===== config.mk =====
export PLATFORM = sky130hd
export DESIGN_NAME = pim_tile_scheduler
export DESIGN_NICKNAME = d
export VERILOG_FILES = /design/src/rtl/pim_tile_scheduler.sv
export SDC_FILE = /design/constraint.sdc
export NUM_CORES = 1
export LEC_CHECK = 0
export CORE_MARGIN = 4
export CORE_UTILIZATION = 36
export DETAILED_ROUTE_END_ITERATION = 6
export PLACE_DENSITY = 0.74
export REMOVE_ABC_BUFFERS = 1
export SLEW_MARGIN = 30
export SYNTH_ARGS = -nofsm -noshare
export SYNTH_HDL_FRONTEND = slang
export SYNTH_SLANG_ARGS = --single-unit

===== constraint.sdc =====
create_clock -name clk -period 3.04 [get_ports clk]
set_clock_uncertainty 0.1 [all_clocks]
set_input_delay 0.608 -clock clk [delete_from_list [all_inputs] [get_ports clk]]
set_output_delay 0.608 -clock clk [all_outputs]
set_load 0.05 [all_outputs]

===== src/rtl/pim_tile_scheduler.sv =====
// Tile scheduler for one C = A x B multiply: hands each PIM unit its K k-step jobs
// over a valid/ready handshake and reports done once every unit has finished.
module pim_tile_scheduler #(
  parameter int NUM_UNITS   = 4,
  parameter int GRID        = 2,
  parameter int MATRIX_SIZE = 16,
  parameter int CHUNK_SIZE  = 8,
  parameter int LEN         = 10,
  parameter int A_BASE      = 0,
  parameter int B_BASE      = 256,
  parameter int C_BASE      = 512
) (
  input  logic                     clk,
  input  logic                     rst,
  input  logic                     start,
  input  logic                     abort,
  output logic                     busy,
  output logic                     done,
  output logic                     err,
  output logic [31:0]              cycles,
  output logic [NUM_UNITS-1:0]     job_valid,
  input  logic [NUM_UNITS-1:0]     job_ready,
  output logic [NUM_UNITS*LEN-1:0] job_a_addr,
  output logic [NUM_UNITS*LEN-1:0] job_b_addr,
  output logic [NUM_UNITS*LEN-1:0] job_c_addr,
  output logic [NUM_UNITS-1:0]     job_accum,
  input  logic [NUM_UNITS-1:0]     unit_done
);

  // state | meaning
  // IDLE  | waiting for start
  // RUN   | offering jobs / waiting for unit completions
  // FIN   | one-cycle done pulse

  localparam int K  = MATRIX_SIZE / CHUNK_SIZE;
  localparam int KW = $clog2(K + 1);
  localparam logic [KW-1:0] K_L = KW'(K);
  localparam int ROW_STRIDE = CHUNK_SIZE * MATRIX_SIZE;

  typedef enum logic [1:0] {IDLE, RUN, FIN} state_t;

  state_t                 state_q, state_d;
  logic [KW-1:0]          k_q [NUM_UNITS];
  logic [KW-1:0]          k_d [NUM_UNITS];
  logic [NUM_UNITS-1:0]   out_q, out_d;
  logic [NUM_UNITS-1:0]   xfer, spurious;
  logic                   err_q;
  logic [31:0]            cycles_q;
  logic                   start_acc, abort_acc, all_fin;

  assign start_acc = (state_q == IDLE) && start;
  assign abort_acc = (state_q == RUN) && abort;
  assign xfer      = job_valid & job_ready;
  assign spurious  = unit_done & ~out_q;

  // Payload is derived from the unit's k, which cannot move while the offer is pending.
  always_comb begin
    int r_v, c_v, k_v;
    logic vld;
    job_valid  = '0;
    job_accum  = '0;
    job_a_addr = '0;
    job_b_addr = '0;
    job_c_addr = '0;
    for (int u = 0; u < NUM_UNITS; u++) begin
      r_v = u / GRID;
      c_v = u % GRID;
      k_v = int'(k_q[u]);
      vld = (state_q == RUN) && (k_q[u] < K_L) && !out_q[u];
      job_valid[u] = vld;
      if (vld) begin
        job_a_addr[u*LEN +: LEN] = LEN'(A_BASE + r_v*ROW_STRIDE + k_v*CHUNK_SIZE);
        job_b_addr[u*LEN +: LEN] = LEN'(B_BASE + k_v*ROW_STRIDE + c_v*CHUNK_SIZE);
        job_c_addr[u*LEN +: LEN] = LEN'(C_BASE + r_v*ROW_STRIDE + c_v*CHUNK_SIZE);
        job_accum[u]             = (k_q[u] != '0);
      end
    end
  end

  always_comb begin
    k_d     = k_q;
    out_d   = out_q;
    all_fin = 1'b1;
    for (int u = 0; u < NUM_UNITS; u++) begin
      if (start_acc || abort_acc) begin
        k_d[u]   = '0;
        out_d[u] = 1'b0;
      end else begin
        if (xfer[u]) out_d[u] = 1'b1;
        if (unit_done[u] && out_q[u]) begin
          out_d[u] = 1'b0;
          k_d[u]   = k_q[u] + KW'(1);
        end
      end
      all_fin = all_fin && (k_d[u] == K_L) && !out_d[u];
    end
  end

  // Completion is judged on next-cycle counters so FIN follows the last unit_done directly.
  always_comb begin
    state_d = state_q;
    unique case (state_q)
      IDLE:    if (start) state_d = RUN;
      RUN:     if (abort) state_d = IDLE;
               else if (all_fin) state_d = FIN;
      FIN:     state_d = IDLE;
      default: state_d = IDLE;
    endcase
  end

  always_ff @(posedge clk) begin
    if (rst) begin
      state_q  <= IDLE;
      out_q    <= '0;
      err_q    <= 1'b0;
      cycles_q <= '0;
      for (int u = 0; u < NUM_UNITS; u++) k_q[u] <= '0;
    end else begin
      state_q <= state_d;
      k_q     <= k_d;
      out_q   <= out_d;
      if (start_acc)      err_q <= |spurious;
      else if (|spurious) err_q <= 1'b1;
      if (start_acc)
        cycles_q <= '0;
      else if ((state_q == RUN) && (cycles_q != 32'hFFFF_FFFF))
        cycles_q <= cycles_q + 32'd1;
    end
  end

  assign busy   = (state_q == RUN);
  assign done   = (state_q == FIN);
  assign err    = err_q;
  assign cycles = cycles_q;

endmodule


# Word-level counts from Yosys, hierarchy flattened
# Cells that the tools add are included.
# W data, S select, Z words.
totals:
  ff_bits: 47
  inputBits: 12
  out_inout_bits: 163
  wordCells: 119
op_classes:
  addsub: 13
  order_cmp: 4
  n_eq_ne: 9
  muxes: 42
  bitwise_logic: 3
  reduce_logical: 40
op_table:
  columns: ["cell", "count"]
  rows:
  - ["$mux W10", 8]
  - ["$add A9 B9 Y10 const A", 4]
  - ["$add A32 B1 Y32 const B", 1]
  - ["$ne A32 B32 Y1 const B", 1]
  - ["$logic_and A1 B1 Y1", 22]
  - ["$mux W2", 11]
  - ["$add A10 B4 Y10 const B", 2]
  - ["$add A8 B5 Y9 const A", 2]
  - ["$mux W1", 18]
  - ["$mux W9", 2]
  - ["$eq A2 B2 Y1 const B", 5]
  - ["$mux W5", 2]
  - ["$reduce_bool A2 Y1", 5]
  - ["$add A2 B1 Y2 const B", 4]
  - ["$and A4 B4 Y4", 2]
  - ["$logic_not A1 Y1", 8]
  - ["$lt A2 B2 Y1 const B", 4]
  - ["$not A4 Y4", 1]
  - ["$pmux W2 S2", 1]
  - ["$reduce_or A4 Y1", 1]
  - ["$ne A3 B2 Y1 const B", 1]
  - ["$eq A2 B1 Y1 const B", 1]
  - ["$logic_not A2 Y1", 1]
  - ["$ne A2 B2 Y1 const B", 1]
  - ["3 further kinds", 3]

# Longest topological paths before layout
# Gate-level depths: netlist (run 1).
depth:
  ltp_word: 18
  ltp_mapped: 8
  mapped_depth_nobuf: 7

# Worst setup path before layout (run 1)
# No wires, ideal clock.
synth_timing:
  kind: "reg-to-output"
  from: "register state_q[1]"
  to: "output job_b_addr[37]"
  t_arrival_ns: 3.655
  t_required_ns: 2.332
  slack_ns: -1.323
  stages_incl_launch_ff: 5
  cell_sequence: "dfxtp_1 > clkbuf_1 > nor4b_1 > and2_1 > buf_4"
synth_via:
  elab_chain_len: 4
synth_lines:
  columns: ["element", "line", "text"]
  rows:
  - ["from (decl)", "42", "state_t state_q, state_d;"]
  - ["from (signal assigned)", "119", "state_q <= state_d;"]
  - ["$eq A2 B1 Y1", "69", "vld = (state_q == RUN) && (k_q[u] < K_L) && !out_q[u];"]
  - ["$logic_and A1 B1 Y1 (2 in a row)", "69", null]
  - ["$mux W10", "71", "if (vld) begin"]
  - ["to (decl)", "24", "output logic [NUM_UNITS*LEN-1:0] job_b_addr,"]
# No other way between the ends.

# Worst setup path after layout (run 1)
layout_timing:
  from: "register state_q[0]"
  to: "output job_b_addr[8]"
# The elaborated chain is that of the path after synthesis.

==> metrics.txt, run 1 <==
CTS tree done; Std-Cell Rows 34; most common cell after layout, fill and taps aside conb_1; Synth Area in Compound Gates 0.122; Root Buffer clkbuf_8; post-synth top area cell dfxtp_1; P_sw 0.660 mW; crit path launch type flip-flop; ANT nets after route 0; LEAKAGE 1.55 nW; vias in the first global route about 2,700; CP max FO 10; Arr. time, crit path 2120 ps; first-pass GRT wire length 12,200 microns; Cells after Synth 422; Die W 104 microns; Finished Layout Cells just under 600; register area approximately 940 sq um; CTS H-tree lvls 2; crit path time final 2830 ps; synth-to-layout area growth 21.7%; pre-CTS setup slack 478 ps; Post-Syn Area per Cell about 7.8 sq um; fmax between 0.3 and 0.4 GHz; Final setup viols 0; largest family of logic cells by synthesized area buffers and inverters; Post-Synth XOR/XNOR Area 0.0159; RSZ-0062 raised after global routing false; setup_tns 0 ps; post-synthesis sequential area ratio 0.284; post-CTS setup buffers 0; Placer Congestion 0.791; DR DRC count 0; total number of vias 2,839; Seq cells post-synth 47; Port Buffers 78; asr flop ratio synth 0; Slew HR 0.506; PostCTS Resize Cnt 0; Cell Area, Synth between 0.003 and 0.004 sq mm; Die ar. 0.0108 sq mm; vias per cell 4.80; Post-Synth Simple-Gate Area 0.253; HPWL Detailed a little under 6000 microns; Post-Route WL approximately 7500 microns; drt pass-1 iters 6; initial core utilization 0.374; Post-synth EDFFs 0; dpl cells 584; P_int 1.06 mW; final count of hold timing violations 0; critical path class reg2out; library cells used by synthesis 44; top cells by area, synth dfxtp_1 28%, buf_4 25%, a21oi_1 3.6%; Clock Power Share 0.330; Ant. Diodes 0; Die Height 104 microns; post-synthesis mux area share 0.0121; total CTS buffers 5; core area about 0.009 sq mm; clock slew at reported path FFs 90 ps; sw frac 0.384; GRT Util Overall 0.133; initial antenna violation count 0; final worst slack around 210 ps; Filler cells 858; Yosys top cell area share 0.284; I/O pin count 175; latest clock arrival within the worst-skew pair 300 ps; Synth Flop Type dfxtp_1; maxcap violations 0; outcome finished clean; Post-Synth Adder-Cell Area 0.0189; fin nets 500; largest net degree at the start of global routing 30; # clock sinks 47; synth warn 0; most frequent cells in the layout 96 x conb_1, 50 x clkdlybuf4s50_1, 47 x dfxtp_1; Avg WL per Cell about 13 microns; Pwr Total ~1.7 mW; worst min path class reg2reg; part of the cycle the worst path needs 0.931; share of cells above drive strength 1 0.112; worst vdd ir 0.236 mV; Post-CTS Hold Buffers 0; power density cells 426 mW/mm^2; Slew @ Worst Pin 739 ps; Crit. End Element output pin; Crit path required time 2330 ps; Slew Limit Fails 0; Multi-input gate area 0.00177 sq mm; clk buf depth 2; DR iter-0 viols between 100 and 150; sequential power share 0.365; Logic pwr share 0.304; Remaining Overflow, GRT 0
-- synth_stat cells, types with 4 or more instances --
library cell	count
clkbuf_1	10
nor4_1	7
o21ai_0	15
o211ai_1	7
o31ai_1	5
inv_1	19
or4_1	10
nor2_1	17
dfxtp_1	47
nor3_1	9
mux2i_1	4
a21oi_1	24
nand2_1	32
nor4b_1	7
xnor2_1	6
a22o_1	4
nand4_1	9
ha_1	5
buf_4	112
nor2b_1	9
nand3_1	15
or3_1	15
or2_2	5
-- path summary, 6_finish.rpt --
| check | start | endpoint | slack (ps) | cells past startpoint |
|---|---|---|---|---|
| worst min register to register | cycles[27] | cycles[27] | 390 | 2 |
| worst min-delay path | cycles[27] | cycles[27] | 390 | 2 |
| worst max register to register | cycles[3] | cycles[26] | 480 | 5 |
| worst max-delay path | state_q[0] | job_b_addr[8] | 210 | 3 |
-- per-stage QoR --
step / instance area (sq um) / utilization / hold WS (ps)
6_report: 4030 / 0.455 / 394
5_1_grt: 4030 / 0.455 / 454
2_1_floorplan: 2770 / - / 375
3_5_place_dp: 3880 / 0.438 / 382
3_3_place_gp: 3870 / 0.437 / 376
4_1_cts: 4020 / 0.454 / 396
-- registers in the layout (all words and copies together) (netlist names) --
name     cells
cycles      32
err          1
out_q        4
k_q          8
state_q      2
-- routing by layer --
layer	GRT usage	vias to the layer above	share of wire
met4	0.0418	0	0.013
met1	0.153	1286	0.40
met5	0	-	0
met3	0.0472	12	0.097
met2	0.230	162	0.48
li1	-	1379	-
-- critical path, cell delays in order, from the launching register on --
cell             delay, ps
dfxtp_1                530
nand2b_1               220
nor3_1                 230
clkdlybuf4s50_1        850
-- logic make-up (layout without fill, tap and decap cells) --
family / after synthesis / in the layout
simple gates: 148 / 148
buf+inv: 145 / 112
compound gates: 66 / 66
flops: 47 / 47
xor+xnor: 6 / 6
fa+ha+maj: 5 / 5
mux: 4 / 4
other cells: 1 / 96
-- power by group through the flow --
stage / Clock [mW] / Combinational [mW] / Sequential, mW
2_1_floorplan: 0 / 0.392 / 0.646
3_3_place_gp: 0 / 0.517 / 0.641
3_5_place_dp: 0 / 0.519 / 0.641
4_1_cts: 0.581 / 0.520 / 0.627
5_1_grt: 0.609 / 0.542 / 0.629
6_report: 0.567 / 0.522 / 0.627
-- cell type report --
| type | count | area share |
|---|---|---|
| clock buffer | 5 | 0.0171 |
| multi-input combinational | 325 | 0.440 |
| sequential | 47 | 0.234 |
| timing repair buffer | 85 | 0.241 |
| clock inverter | 3 | 0.0177 |
| tap | 108 | 0.0336 |
| inverter | 19 | 0.0177 |
No activity file was read; power rests on OpenSTA's default activity.
==> run 2: changes to the inputs <==
--- a/config.mk
+++ b/config.mk
@@ -8,6 +8,7 @@
 export CORE_MARGIN = 4
 export CORE_UTILIZATION = 36
 export DETAILED_ROUTE_END_ITERATION = 6
+export MAX_ROUTING_LAYER = met4
 export PLACE_DENSITY = 0.74
 export REMOVE_ABC_BUFFERS = 1
 export SLEW_MARGIN = 30
==> run 2 against run 1 <==
  * Worst setup slack improved by 8.8 ps
  * Cell count unchanged
  * Critical path type unchanged
  * Final area unchanged
  * Critical path depth stayed put
  * Via count decreased by 0.46%
  * Combinational power about the same
  * Critical endpoint unchanged
  * Register-to-register slack barely moved
==> metrics.txt, run 2 (synthesized netlist as in run 1, its figures left out) <==
Finished Layout Cells 592 (unchanged); Slew @ Worst Pin 739 ps (-0.283 ps); # clock sinks 47 (unchanged); Post-CTS Hold Buffers 0 (unchanged); GRT met1 Usage 0.155 (+0.00191); Remaining Overflow, GRT 0 (unchanged); GR peak layer met2; most common cell after layout, fill and taps aside conb_1; largest net degree at the start of global routing 30 (unchanged); LEAKAGE 1.55 nW (unchanged); Std-Cell Rows 34 (unchanged); Port Buffers 78 (unchanged); fin nets 500 (unchanged); CP max FO 10 (unchanged); clock slew at reported path FFs 90 ps (about the same); DR DRC count 0 (unchanged); DR iter-0 viols 84 (-21%); power density cells 426 mW/mm^2 (about the same); outcome finished clean; Die ar. 0.0108 sq mm (unchanged); crit path time final 2820 ps (-8.79 ps); M3 GR Usage 0.0354 (-0.0118); vias per cell 4.77 (-0.46%); RSZ-0062 raised after global routing false; Avg WL per Cell 12.8 microns (+0.16%); Filler cells 858 (unchanged); final hold slack 394 ps (-0.0390 ps); part of the cycle the worst path needs 0.928 (-0.00289); final count of hold timing violations 0 (unchanged); Arr. time, crit path 2110 ps (about the same); fmax 0.355 GHz (+0.31%); most frequent cells in the layout 96 x conb_1, 50 x clkdlybuf4s50_1, 47 x dfxtp_1; Slew Limit Fails 0 (unchanged); Die W 104 microns (unchanged); Die Height 104 microns (unchanged); grt met2 use 0.231 (+0.000464); CTS tree done; dpl cells 584 (unchanged); setup_tns 0 ps (unchanged); drt pass-1 iters 4 (-2); CTS H-tree lvls 2 (unchanged); total CTS buffers 5 (unchanged); core area 0.00885 sq mm (unchanged); ANT nets after route 0 (unchanged); initial core utilization 0.374 (unchanged); Crit path required time 2330 ps (about the same); worst vdd ir 0.236 mV (about the same); vias in the first global route 2,662 (+0.23%); Final setup viols 0 (unchanged); HPWL Detailed 5920 microns (unchanged); max reg flops 32 (unchanged); Ant. Diodes 0 (unchanged); GRT Util Overall 0.136 (+0.00281); Crit. End Element output pin; total number of vias 2,826 (-0.46%); worst min path class reg2reg; Post-Route WL 7560 microns (+0.16%); latest clock arrival within the worst-skew pair 300 ps (about the same); Slew HR 0.507 (about the same); Layout Utilization 0.455 (unchanged); first-pass GRT wire length 12,200 microns (-0.11%); critical path class reg2out; synth-to-layout area growth 21.7% (unchanged); clk buf depth 2 (unchanged); initial antenna violation count 0 (unchanged); share of cells above drive strength 1 0.112 (unchanged); I/O pin count 175 (unchanged); Root Buffer clkbuf_8; maxcap violations 0 (unchanged); crit path launch type flip-flop; Placer Congestion 0.802 (+1.4%)
==> run 2: cell counts in the layout (fill, tap and decap cells not counted) <==
Identical to the previous run, type by type.
==> run 2: final timing paths <==
kind         startpoint       endpoint  slack, ps  depth (start not counted)
max          state_q[0]  job_b_addr[8]        220                          3
min          cycles[27]     cycles[27]        390                          2
max reg2reg   cycles[3]     cycles[26]        480                          5
min reg2reg  cycles[27]     cycles[27]        390                          2
==> run 2: per-layer routing <==
layer,wire length [microns],vias to the layer above
li1,-,1379
met1,3120,1282
met2,3650,155
met3,694,10
met4,87,0
met5,0,-
==> run 2: final cells by class <==
type,instances,area (sq um),area share
clock buffers,5,68.8,0.0171
clock inverters,3,71.3,0.0177
inverters,19,71.3,0.0177
multi-input cells,325,1770,0.440
flip-flops and latches,47,941,0.234
well taps,108,135,0.0336
repair buffers,85,968,0.241
==> run 2: worst max-delay path, cell delays in order, from the launching register on <==
cell	delay [ps]
dfxtp_1	520
nand2b_1	210
nor3_1	220
clkdlybuf4s50_1	850
==> run 2: power breakdown <==
part / internal [mW] / total, mW / switching (mW)
logic: 0.103 / 0.522 / 0.419
registers: 0.620 / 0.627 / 0.00720
clock network: 0.334 / 0.568 / 0.233
==> run 2: per-stage QoR <==
| step | area, sq um | setup slack [ps] | power, mW |
|---|---|---|---|
| after floorplan | 2770 | -8820 | 1.04 |
| final | 4030 | 219 | 1.72 |
| after global routing | 4030 | 69.3 | 1.78 |
| after detailed placement | 3880 | 478 | 1.16 |
| after CTS | 4020 | 106 | 1.73 |
| after global placement | 3870 | 501 | 1.16 |
==> run 2: repair_timing <==
action,in CTS,in global routing
endpoints found under the setup margin,0,1
resized for setup,0,1
buffers inserted,0,0
==> run 3: changes to the inputs <==
--- a/config.mk
+++ b/config.mk
@@ -10,6 +10,7 @@
 export DETAILED_ROUTE_END_ITERATION = 6
 export MAX_ROUTING_LAYER = met4
 export PLACE_DENSITY = 0.74
+export RECOVER_POWER = 100
 export REMOVE_ABC_BUFFERS = 1
 export SLEW_MARGIN = 30
 export SYNTH_ARGS = -nofsm -noshare
==> run 3 against run 2 <==
  * Count of clock-buffer cells in the layout unchanged
  * Clock power rose by 0.7%
  * Highest routed layer unchanged
  * Largest cell class unchanged
  * Critical endpoint unchanged
  * Non-clock buffer count unchanged
  * Sequential share of layout area up 1.4 points
  * Critical path type unchanged
  * Worst setup slack got worse by 2.8 ps
  * Final area fell by 5.7%
  * Worst hold slack got worse by 4.3 ps
==> metrics.txt, run 3 (synthesized netlist as in run 1, its figures left out) <==
DR DRC count 0 (unchanged); Slew Limit Fails 0 (unchanged); Post-Route WL 7520 microns (-0.42%); drt pass-1 iters 4 (unchanged); latest clock arrival within the worst-skew pair 310 ps (about the same); Finished Layout Cells 592 (unchanged); core area 0.00885 sq mm (unchanged); post-route design area 0.00380 sq mm (-5.7%); Final setup viols 0 (unchanged); clk buf depth 2 (unchanged); most frequent cells in the layout 96 x conb_1, 47 x dfxtp_1, 39 x dlygate4sd3_1; Die Height 104 microns (unchanged); Pwr Total 1.68 mW (-2.3%); PostCTS Resize Cnt 0 (unchanged); outcome finished clean; Register-to-Register Path Depth 5 (unchanged); hold depth 2 (unchanged); Crit path required time 2330 ps (about the same); Crit. End Element output pin; share of cells above drive strength 1 0.0661 (-0.0455); Die W 104 microns (unchanged); HPWL Detailed 5920 microns (unchanged); Root Buffer clkbuf_8; crit path launch type flip-flop; max reg flops 32 (unchanged); crit path time final 2820 ps (+2.83 ps); Layout Utilization 0.429 (-0.0257); pre-CTS setup slack 478 ps (unchanged); CTS tree done; # clock sinks 47 (unchanged); Port Buffers 78 (unchanged); I/O pin count 175 (unchanged); total number of vias 2,841 (+0.53%); dpl cells 584 (unchanged); Remaining Overflow, GRT 0 (unchanged); ANT nets after route 0 (unchanged); Ant. Diodes 0 (unchanged); dpl cell area 0.00388 sq mm (unchanged); Slew @ Worst Pin 739 ps (+0.0405 ps); LEAKAGE 1.61 nW (+4.0%); most common cell after layout, fill and taps aside conb_1; first-pass GRT wire length 12,200 microns (unchanged); Slew HR 0.507 (about the same); vias per cell 4.80 (+0.53%); clock slew at reported path FFs 100 ps (about the same); Filler cells 897 (+4.5%); Placer Congestion 0.802 (unchanged); initial antenna violation count 0 (unchanged); CTS H-tree lvls 2 (unchanged); RSZ-0062 raised after global routing false; power density cells 441 mW/mm^2 (+3.5%); post-CTS setup buffers 0 (unchanged); Post-CTS Hold Buffers 0 (unchanged); Die ar. 0.0108 sq mm (unchanged); DR iter-0 viols 101 (+20%); fmax 0.354 GHz (-0.10%); GRT Util Overall 0.136 (unchanged); Avg WL per Cell 12.7 microns (-0.42%); vias in the first global route 2,662 (unchanged); largest net degree at the start of global routing 30 (unchanged); Std-Cell Rows 34 (unchanged); final count of hold timing violations 0 (unchanged); fin nets 500 (unchanged); worst vdd ir 0.211 mV (-10%); CP max FO 10 (unchanged); synth-to-layout area growth 14.8%; worst min path class reg2reg; Arr. time, crit path 2120 ps (about the same); maxcap violations 0 (unchanged); final worst slack 217 ps (-2.83 ps); critical path class reg2out; part of the cycle the worst path needs 0.929 (+0.000930); total CTS buffers 5 (unchanged); initial core utilization 0.374 (unchanged)
run 3: worst paths after layout:
check / from / end / slack [ps]
setup / recovery: state_q[0] / job_b_addr[8] / 220
setup reg to reg: cycles[3] / cycles[26] / 290
hold reg to reg: cycles[27] / cycles[27] / 390
hold / removal: cycles[27] / cycles[27] / 390
run 3: per-layer routing:
metal | up-vias | routed length, microns | track usage | part of all wire
met5 | - | 0 | - | 0
li1 | 1375 | - | - | -
met1 | 1299 | 3100 | 0.155 | 0.41
met3 | 8 | 702 | 0.0354 | 0.093
met4 | 0 | 78 | 0.0475 | 0.010
met2 | 159 | 3640 | 0.231 | 0.48
run 3: report_power, final:
part / internal [mW] / switching (mW) / leakage (nW)
clock network: 0.334 / 0.238 / 0.0703
registers: 0.620 / 0.00704 / 0.379
logic: 0.0646 / 0.413 / 1.16
run 3: metrics by stage:
| step | hold slack (ps) | TNS, ps |
|---|---|---|
| final | 390 | 0 |
| after detailed placement | 382 | 0 |
| after global routing | 418 | 0 |
| after CTS | 396 | 0 |
| after floorplan | 375 | -175520 |
| after global placement | 376 | 0 |
run 3: critical path, cell delays in order, from the launching register on:
cell	delay [ps]
dfxtp_1	520
nand2b_1	210
nor3_1	220
clkdlybuf4s50_1	850
run 3: final cells by class:
cell class	count	area (sq um)	share of cell area
Tap cell	108	135	0.0356
Clock inverter	3	71.3	0.0188
Timing Repair Buffer	85	759	0.200
Multi-Input combinational cell	325	1750	0.461
Inverter	19	71.3	0.0188
Clock buffer	5	68.8	0.0181
Sequential cell	47	941	0.248
